`src/rtl/ccff_chain_loader.sv`:
```
// ccff_chain_loader: serializes configuration words onto a ccff chain, then optionally
// recirculates the chain once and compares CRCs of written and read-back bits.
module ccff_chain_loader #(
    parameter int CHAIN_LEN = 64,
    parameter int WORD_W    = 8,
    parameter int CNT_W     = 13
) (
    input  logic              prog_clk,
    input  logic              prog_reset,
    input  logic              start,
    input  logic              verify_en,
    input  logic [WORD_W-1:0] cfg_data,
    input  logic              cfg_valid,
    output logic              cfg_ready,
    output logic              shift_en,
    output logic              ccff_head,
    input  logic              ccff_tail,
    output logic              busy,
    output logic              done,
    output logic              verify_fail
);
    localparam int BW = $clog2(WORD_W + 1);
    localparam logic [CNT_W-1:0] LEN = CNT_W'(CHAIN_LEN);
    localparam logic [CNT_W-1:0] LEN_M1 = CNT_W'(CHAIN_LEN - 1);
    localparam logic [BW-1:0] FULL_W = BW'(WORD_W);
    typedef enum logic [1:0] {IDLE, LOAD, VERIFY, DONE} state_t;
    state_t state, state_nx;
    logic [WORD_W-1:0] word_q;
    logic [BW-1:0] bits_q;
    logic [CNT_W-1:0] cnt, cnt_inc;
    logic [15:0] crc_wr, crc_rd, crc_rd_nx;
    logic ver_q, chain_full, load_shift, last_verify;
    function automatic logic [15:0] crc_step(input logic [15:0] c, input logic b);
        return {c[14:0], 1'b0} ^ ((c[15] ^ b) ? 16'h1021 : 16'h0000);
    endfunction
    always_comb begin
        chain_full  = cnt == LEN;
        load_shift  = state == LOAD && bits_q != '0 && !chain_full;
        last_verify = state == VERIFY && cnt == LEN_M1;
        cnt_inc     = cnt + CNT_W'(1);
        shift_en    = load_shift || state == VERIFY;
        ccff_head   = state == VERIFY ? ccff_tail : load_shift && word_q[WORD_W-1];
        // never accept a word whose bits would all fall past the end of the chain
        cfg_ready   = state == LOAD && (bits_q == '0 || (bits_q == BW'(1) && load_shift))
                      && (load_shift ? cnt_inc : cnt) != LEN;
        busy        = state != IDLE;
        done        = state == DONE;
        crc_rd_nx   = crc_step(crc_rd, ccff_tail);
        state_nx    = state;
        case (state)
            IDLE:    if (start) state_nx = LOAD;
            LOAD:    if (chain_full) state_nx = ver_q ? VERIFY : DONE;
            VERIFY:  if (last_verify) state_nx = DONE;
            default: state_nx = IDLE;
        endcase
    end
    always_ff @(posedge prog_clk) begin
        if (prog_reset) begin
            state       <= IDLE;
            word_q      <= '0;
            bits_q      <= '0;
            cnt         <= '0;
            crc_wr      <= 16'hFFFF;
            crc_rd      <= 16'hFFFF;
            ver_q       <= 1'b0;
            verify_fail <= 1'b0;
        end else begin
            state <= state_nx;
            if (state == IDLE && start) begin
                ver_q       <= verify_en;
                verify_fail <= 1'b0;
                crc_wr      <= 16'hFFFF;
                crc_rd      <= 16'hFFFF;
                cnt         <= '0;
                bits_q      <= '0;
            end
            if (state == LOAD) begin
                // chain full: leftover low bits of a partial final word are dropped
                if (chain_full) begin
                    cnt    <= '0;
                    bits_q <= '0;
                end
                if (load_shift) begin
                    word_q <= word_q << 1;
                    bits_q <= bits_q - BW'(1);
                    cnt    <= cnt_inc;
                    crc_wr <= crc_step(crc_wr, word_q[WORD_W-1]);
                end
                if (cfg_valid && cfg_ready) begin
                    word_q <= cfg_data;
                    bits_q <= FULL_W;
                end
            end
            if (state == VERIFY) begin
                crc_rd <= crc_rd_nx;
                cnt    <= last_verify ? '0 : cnt_inc;
                if (last_verify) verify_fail <= crc_rd_nx != crc_wr;
            end
        end
    end
endmodule
```
`config.mk`:
```
export PLATFORM = sky130hd
export DESIGN_NAME = ccff_chain_loader
export DESIGN_NICKNAME = d
export VERILOG_FILES = /design/src/rtl/ccff_chain_loader.sv
export SDC_FILE = /design/constraint.sdc
export NUM_CORES = 1
export LEC_CHECK = 0
export CAP_MARGIN = 25
export CORE_MARGIN = 5
export CORE_UTILIZATION = 25
export DETAILED_ROUTE_END_ITERATION = 16
export GPL_ROUTABILITY_DRIVEN = 0
export PLACE_DENSITY_LB_ADDON = 0.3
export SYNTH_ARGS = -nofsm -noshare
export SYNTH_HDL_FRONTEND = slang
export SYNTH_SLANG_ARGS = --single-unit
export TNS_END_PERCENT = 50
```
`constraint.sdc`:
```
create_clock -name prog_clk -period 2.8 [get_ports prog_clk]
set_input_delay 0.56 -clock prog_clk [delete_from_list [all_inputs] [get_ports prog_clk]]
set_output_delay 0.56 -clock prog_clk [all_outputs]
set_load 0.05 [all_outputs]
```
=== Word-level counts from Yosys, hierarchy flattened ===
Cells that the tools add are included.

* Flip-flop bits (word level): 61
* Word-level logic and storage cells: 75
* Output and inout port bits: 6

* Reductions and logical operators: 20
* Equality and inequality tests: 11
* Bitwise logic cells: 4
* $add $sub $neg: 2
* Mux-type cells: 30

{| class="wikitable"
|+ Operator list
! cell !! count
|-
| 13-bit 2-to-1 mux || 9
|-
| 16-bit 2-to-1 mux || 5
|-
| 16-bit by 13-bit bitwise XOR with 16-bit output || 2
|-
| 4-bit 2-to-1 mux || 5
|-
| 8-bit 2-to-1 mux || 2
|-
| 16-bit != test || 1
|-
| 13-bit by 1-bit adder with 13-bit output, second input constant || 1
|-
| 13-bit by 6-bit == test with 1-bit output, second input constant || 1
|-
| 13-bit by 7-bit == test with 1-bit output, second input constant || 1
|-
| 13-bit by 7-bit != test with 1-bit output, second input constant || 1
|-
| 1-bit logical AND || 9
|-
| 2-bit 2-to-1 mux || 3
|-
| 2-bit != test, second input constant || 3
|-
| 2-bit case mux with 3 select lines || 1
|-
| 2-bit nonzero test || 3
|-
| 1-bit 2-to-1 mux || 5
|-
| 2-bit == test, second input constant || 2
|-
| 4-bit by 1-bit == test with 1-bit output, second input constant || 1
|-
| 4-bit zero test || 1
|-
| 4-bit nonzero test || 1
|-
| 4-bit by 1-bit subtractor with 4-bit output, second input constant || 1
|-
| 3-bit AND reduction || 1
|-
| 2-bit by 1-bit == test with 1-bit output, second input constant || 1
|-
| 2-bit zero test || 1
|-
| other kinds (4) || 6
|}

=== Depth between registers and ports, before layout ===
Gate-level depths: netlist of the first run.

* Word-level depth: 10
* Gate-level depth with buffers: 11
* Gate-level depth less buffers: 9

=== Least setup slack after synthesis of the first run ===
OpenSTA, ideal clock, no wires.

* Path type: register to output
* Start point: register cnt[0]
* End point: output ccff_head
* Data required time: 2.240 ns
* Arrival: 2.925 ns
* Cell stages (with the launch flop): 10
* Path slack: -0.685 ns
* Path through: dfxtp_1 -> inv_1 -> ha_1 -> or4bb_1 -> nor4_4 -> nor2_1 -> clkbuf_1 -> clkbuf_1 -> nand2_1 -> o21ai_0

* Word-level cells in the longest chain between the ends: 5

{| class="wikitable"
|+ RTL lines
! item !! line !! text
|-
| start, declared || 30 || <nowiki>logic [CNT_W-1:0] cnt, cnt_inc;</nowiki>
|-
| start signal, assigned || 86 || <nowiki>cnt <= cnt_inc;</nowiki>
|-
| start signal, assigned || 96 || <nowiki>cnt <= last_verify ? '0 : cnt_inc;</nowiki>
|-
| 13-bit by 7-bit == test with 1-bit output || 37 || <nowiki>chain_full = cnt == LEN;</nowiki>
|-
| 1-bit zero test || 38 || <nowiki>load_shift = state == LOAD && bits_q != '0 && !chain_full;</nowiki>
|-
| 1-bit logical AND || 38 ||
|-
| 1-bit logical AND || 42 || <nowiki>ccff_head = state == VERIFY ? ccff_tail : load_shift && word_q[WORD_W-1];</nowiki>
|-
| 1-bit 2-to-1 mux || 42 ||
|-
| end, declared || 16 || <nowiki>output logic ccff_head,</nowiki>
|}

No other way between the ends.

=== Worst setup path in the final report of the first run ===
* Start point: register cnt[1]
* End point: output cfg_ready

* Word-level cells in the longest chain between the ends: 7
* Elaborated cells between the ends (all ways): 10

{| class="wikitable"
|+ RTL lines
! item !! line !! text
|-
| parallel branches: the longest is 6 deep, another holds 13-bit by 1-bit adder with 13-bit output || -- ||
|-
| 1-bit logical AND * || 45 || <nowiki>&& (load_shift ? cnt_inc : cnt) != LEN;</nowiki>
|-
| end, declared || 14 || <nowiki>output logic cfg_ready,</nowiki>
|}

Every way passes the cells marked *.

==> metrics.md, run 1 <==
| Metric | Value |
|---|---|
| Tot Pwr | `around 3.5 mW` |
| Final hold vios | `0` |
| Routed WL per cell | `14.1 um` |
| Switching part of the total | `between 30 and 40%` |
| Most used DFF post-synth | `dfxtp_1` |
| PortBufs | `19` |
| Fmax | `0.336 GHz` |
| Setup WS pre-CTS | `between 0.04 and 0.05 ns` |
| Worst slew pin tran | `around 0.63 ns` |
| Die W | `128 um` |
| Post-synth EDFFs | `0` |
| Effective utilization at floorplan | `between 20 and 30%` |
| Crit path launch type | `register` |
| TritonRoute pass-1 iters | `4` |
| CTS Buf Count | `9` |
| Vias in the first global route | `around 3,100` |
| Clk buf depth | `2` |
| # DRC | `0` |
| CP Class | `register to output port` |
| Die Y | `approximately 130 um` |
| Power Internal | `2.19 mW` |
| Cells after Synth | `430` |
| Worst Path Arrival | `roughly 2.4 ns` |
| Largest net degree at the start of global routing | `44` |
| First-pass GRT wire length | `between 15,000 and 20,000 um` |
| CP max stage delay | `~0.46 ns` |
| Layout cells sized above 1 | `around a fifth` |
| Root Buffer | `clkbuf_16` |
| Worst Slack Setup Final | `-0.175 ns` |
| Setup Skew | `0.00583 ns` |
| Max-slew violations | `0` |
| Worst setup EP type | `output port` |
| DRT Wirelength | `9120 um` |
| FP Rows | `between 40 and 50` |
| Gate power share | `a little under two fifths` |
| Setup TNS | `-0.175 ns` |
| Slew HR | `between 50% and 60%` |
| Clock tree from TritonCTS | `yes` |
| Vias per Instance | `4.84` |
| Antenna violations before repair | `0` |
| Critical path peak fanout | `4` |
| Die area | `roughly 16,000 um2` |
| Final ANT Viol Nets | `0` |
| # diodes | `0` |
| Pleak | `about 1.7 nW` |
| Syn avg cell area | `between 8 and 9 um2` |
| Status | `finished, violations left` |
| # H-tree levels | `3` |
| RSZ-0062 raised after global routing | `true` |
| WP data required | `between 2 and 2.5 ns` |
| Crit path cell chain | `inv_2 > ha_4 > or4bb_4 > nor4_4 > buf_4 > buf_6 > nor2b_1 > o211a_1 > nor2b_4 > buf_8` |
| NetSw | `~1.3 mW` |
| NumNets Final | `approximately 480` |
| Synthesized area | `3500 um2` |
| #FFs+latches synth | `slightly above 60` |
| # IOs | `20` |
| CP max-delay cell | `or4bb_4` |
| Seq/Total Area, Yosys | `around a third` |
| Maxcap violations | `0` |
| # setup viols final | `1` |
| Final period util | `106%` |
| Clock share of power | `32.6%` |
| HP Class | `register to register` |
| Maximum vdd drop | `around 0.00045 V` |
| Layout area overhead | `27.6%` |
| Mapped Nets | `453` |
| Flop pwr share | `between 20% and 30%` |
| Synth cell types | `between 50 and 60` |
| Post-detail-place hpwl | `6480 um` |
| Grt peak-use layer | `met2` |
| Fin crit period | `~3 ns` |
| GR Layer Usage met1 | `between 10% and 20%` |
| Gr usage total | `a little under an eighth` |
| Clock Pin Slew Worst Setup and Hold Paths | `about 0.06 ns` |
| Failing checks | `setup timing` |
| Core Region | `13,800 um2` |
| Met3 Use GR | `under 10%` |
| Initial DRC count | `233` |
| Worst skew pair latency | `approximately 0.33 ns` |
| Met2 Use GR | `between 10% and 20%` |
| Grt ovf | `0` |
| Via count | `3,129` |
| Pwr Density | `between 700 and 800 nW/um2` |
| Clk sink count | `around 60` |
| Yosys warning count | `0` |
| Synth async-reset ratio | `0%` |
cells by family after synthesis:
logic type | after synthesis | synth area share [%]
simple gates | 181 | 27.3
compound gates | 94 | 18.7
flops | 61 | 34.9
buf+inv | 46 | 5.72
xor+xnor | 28 | 7.01
mux | 11 | 3.18
fa+ha+maj | 9 | 3.22
per-layer routing:
metal / vias to the layer above / part of all wire (%)
li1: 1582 / -
met1: 1482 / 48
met2: 51 / 46
met3: 14 / 3.9
met4: 0 / 1.7
met5: - / 0
stage by stage:
step | hold WS, ns | cells | cell area [um2] | utilization [%]
after floorplan | 0.431 | 430 | 3530 | -
after global placement | 0.443 | 626 | 4040 | 29.2
after detailed placement | 0.449 | 626 | 4040 | 29.2
after CTS | 0.457 | 646 | 4460 | 32.3
after global routing | 0.492 | 646 | 4470 | 32.3
final | 0.454 | 646 | 4470 | 32.3
cell usage in the layout, fill, tap and decap left out, drive strengths merged, types with 4 or more instances in the layout:
| cell | n |
|---|---|
| clkdlybuf4s50 | 15 |
| nand3 | 9 |
| o21ai | 20 |
| mux2i | 10 |
| nor2 | 64 |
| o21bai | 30 |
| a21oi | 18 |
| xnor2 | 14 |
| a211oi | 4 |
| xor2 | 14 |
| a31oi | 5 |
| inv | 12 |
| dfxtp | 61 |
| nor3b | 6 |
| buf | 39 |
| nand2 | 13 |
| ha | 9 |
| nor3 | 46 |
| o22a | 4 |
| or4 | 5 |
| nand4 | 9 |
| or2 | 4 |
| nor4 | 5 |
| clkbuf | 11 |
repair_timing:
action	4_1_cts	5_1_grt
hold buffers	0	0
setup endpoints to repair	3	3
buffers inserted	4	0
pin swaps	4	0
resized for setup	23	1
registers in the layout, indices dropped and copies added, names as in the netlist:
name / cells
crc_rd: 16
crc_wr: 16
cnt: 13
word_q: 8
bits_q: 4
state: 2
ver_q: 1
verify_fail: 1
power by group through the flow:
stage | Clock (mW) | Combinational, mW | Sequential (mW)
2_1_floorplan | 0 | 0.849 | 1.02
3_3_place_gp | 0 | 1.24 | 1.03
3_5_place_dp | 0 | 1.25 | 1.03
4_1_cts | 1.15 | 1.32 | 1.02
5_1_grt | 1.19 | 1.44 | 1.03
6_report | 1.13 | 1.32 | 1.02
synth_stat cells, types with 3 or more instances:
| master | number | area, um2 |
|---|---|---|
| or4_1 | 4 | 30.0 |
| nand4_1 | 9 | 56.3 |
| buf_2 | 6 | 30.0 |
| o21bai_1 | 30 | 225 |
| nand3_1 | 9 | 45.0 |
| xor2_1 | 14 | 123 |
| and4_1 | 3 | 26.3 |
| mux2i_1 | 10 | 100 |
| o21ai_0 | 18 | 90.1 |
| nand2b_1 | 3 | 18.8 |
| o22a_1 | 4 | 35.0 |
| nor2b_1 | 3 | 18.8 |
| nor4_1 | 4 | 25.0 |
| nand3b_1 | 3 | 22.5 |
| or2_2 | 3 | 18.8 |
| ha_1 | 9 | 113 |
| nor3b_2 | 6 | 75.1 |
| inv_1 | 12 | 45.0 |
| a21oi_1 | 18 | 90.1 |
| nor3_1 | 46 | 230 |
| xnor2_1 | 14 | 123 |
| nand2_1 | 13 | 48.8 |
| clkbuf_1 | 22 | 82.6 |
| nor2_1 | 63 | 236 |
| dfxtp_1 | 61 | 1220 |
| a31oi_1 | 5 | 31.3 |
area by class of cell:
class / instances / area (um2)
flip-flops and latches: 61 / 1220
clock buffers: 11 / 243
multi-input cells: 323 / 2180
inverters: 12 / 45.0
fillers: 1461 / 9360
repair buffers: 54 / 493
well taps: 180 / 225
clock inverters: 5 / 60.1
worst paths after layout:
path	start	to	slack, ns	depth (start not counted)
worst max-delay path	cnt[1]$_SDFF_PP0_	cfg_ready	-0.17	10
worst min-delay path	ver_q$_SDFFE_PP0P_	ver_q$_SDFFE_PP0P_	0.45	2
worst max register to register	cnt[1]$_SDFF_PP0_	cnt[4]$_SDFF_PP0_	0.21	12
worst min register to register	ver_q$_SDFFE_PP0P_	ver_q$_SDFFE_PP0P_	0.45	2
worst max-delay path: cells and delay by family (launching register included):
| kind | cells | cell delay, ns |
|---|---|---|
| buf+inv | 4 | 0.49 |
| flops | 1 | 0.34 |
| compound gates | 1 | 0.25 |
| fa+ha+maj | 1 | 0.12 |
| simple gates | 4 | 0.89 |
Note: power is estimated with default switching activity, not from simulation.
==> inputs of run 2 (changes only) <==
--- a/config.mk
+++ b/config.mk
@@ -8,6 +8,7 @@
 export CAP_MARGIN = 25
 export CORE_MARGIN = 5
 export CORE_UTILIZATION = 25
+export CTS_CLUSTER_SIZE = 30
 export DETAILED_ROUTE_END_ITERATION = 16
 export GPL_ROUTABILITY_DRIVEN = 0
 export PLACE_DENSITY_LB_ADDON = 0.3
==> results of run 2 <==
The final DEF is identical to that of run 1; final timing and power are the same.
==> inputs of run 3 (changes only) <==
--- a/config.mk
+++ b/config.mk
@@ -12,6 +12,7 @@
 export DETAILED_ROUTE_END_ITERATION = 16
 export GPL_ROUTABILITY_DRIVEN = 0
 export PLACE_DENSITY_LB_ADDON = 0.3
+export SLEW_MARGIN = 20
 export SYNTH_ARGS = -nofsm -noshare
 export SYNTH_HDL_FRONTEND = slang
 export SYNTH_SLANG_ARGS = --single-unit
==> results of run 3 <==
The final DEF is identical to that of run 1; final timing and power are the same.
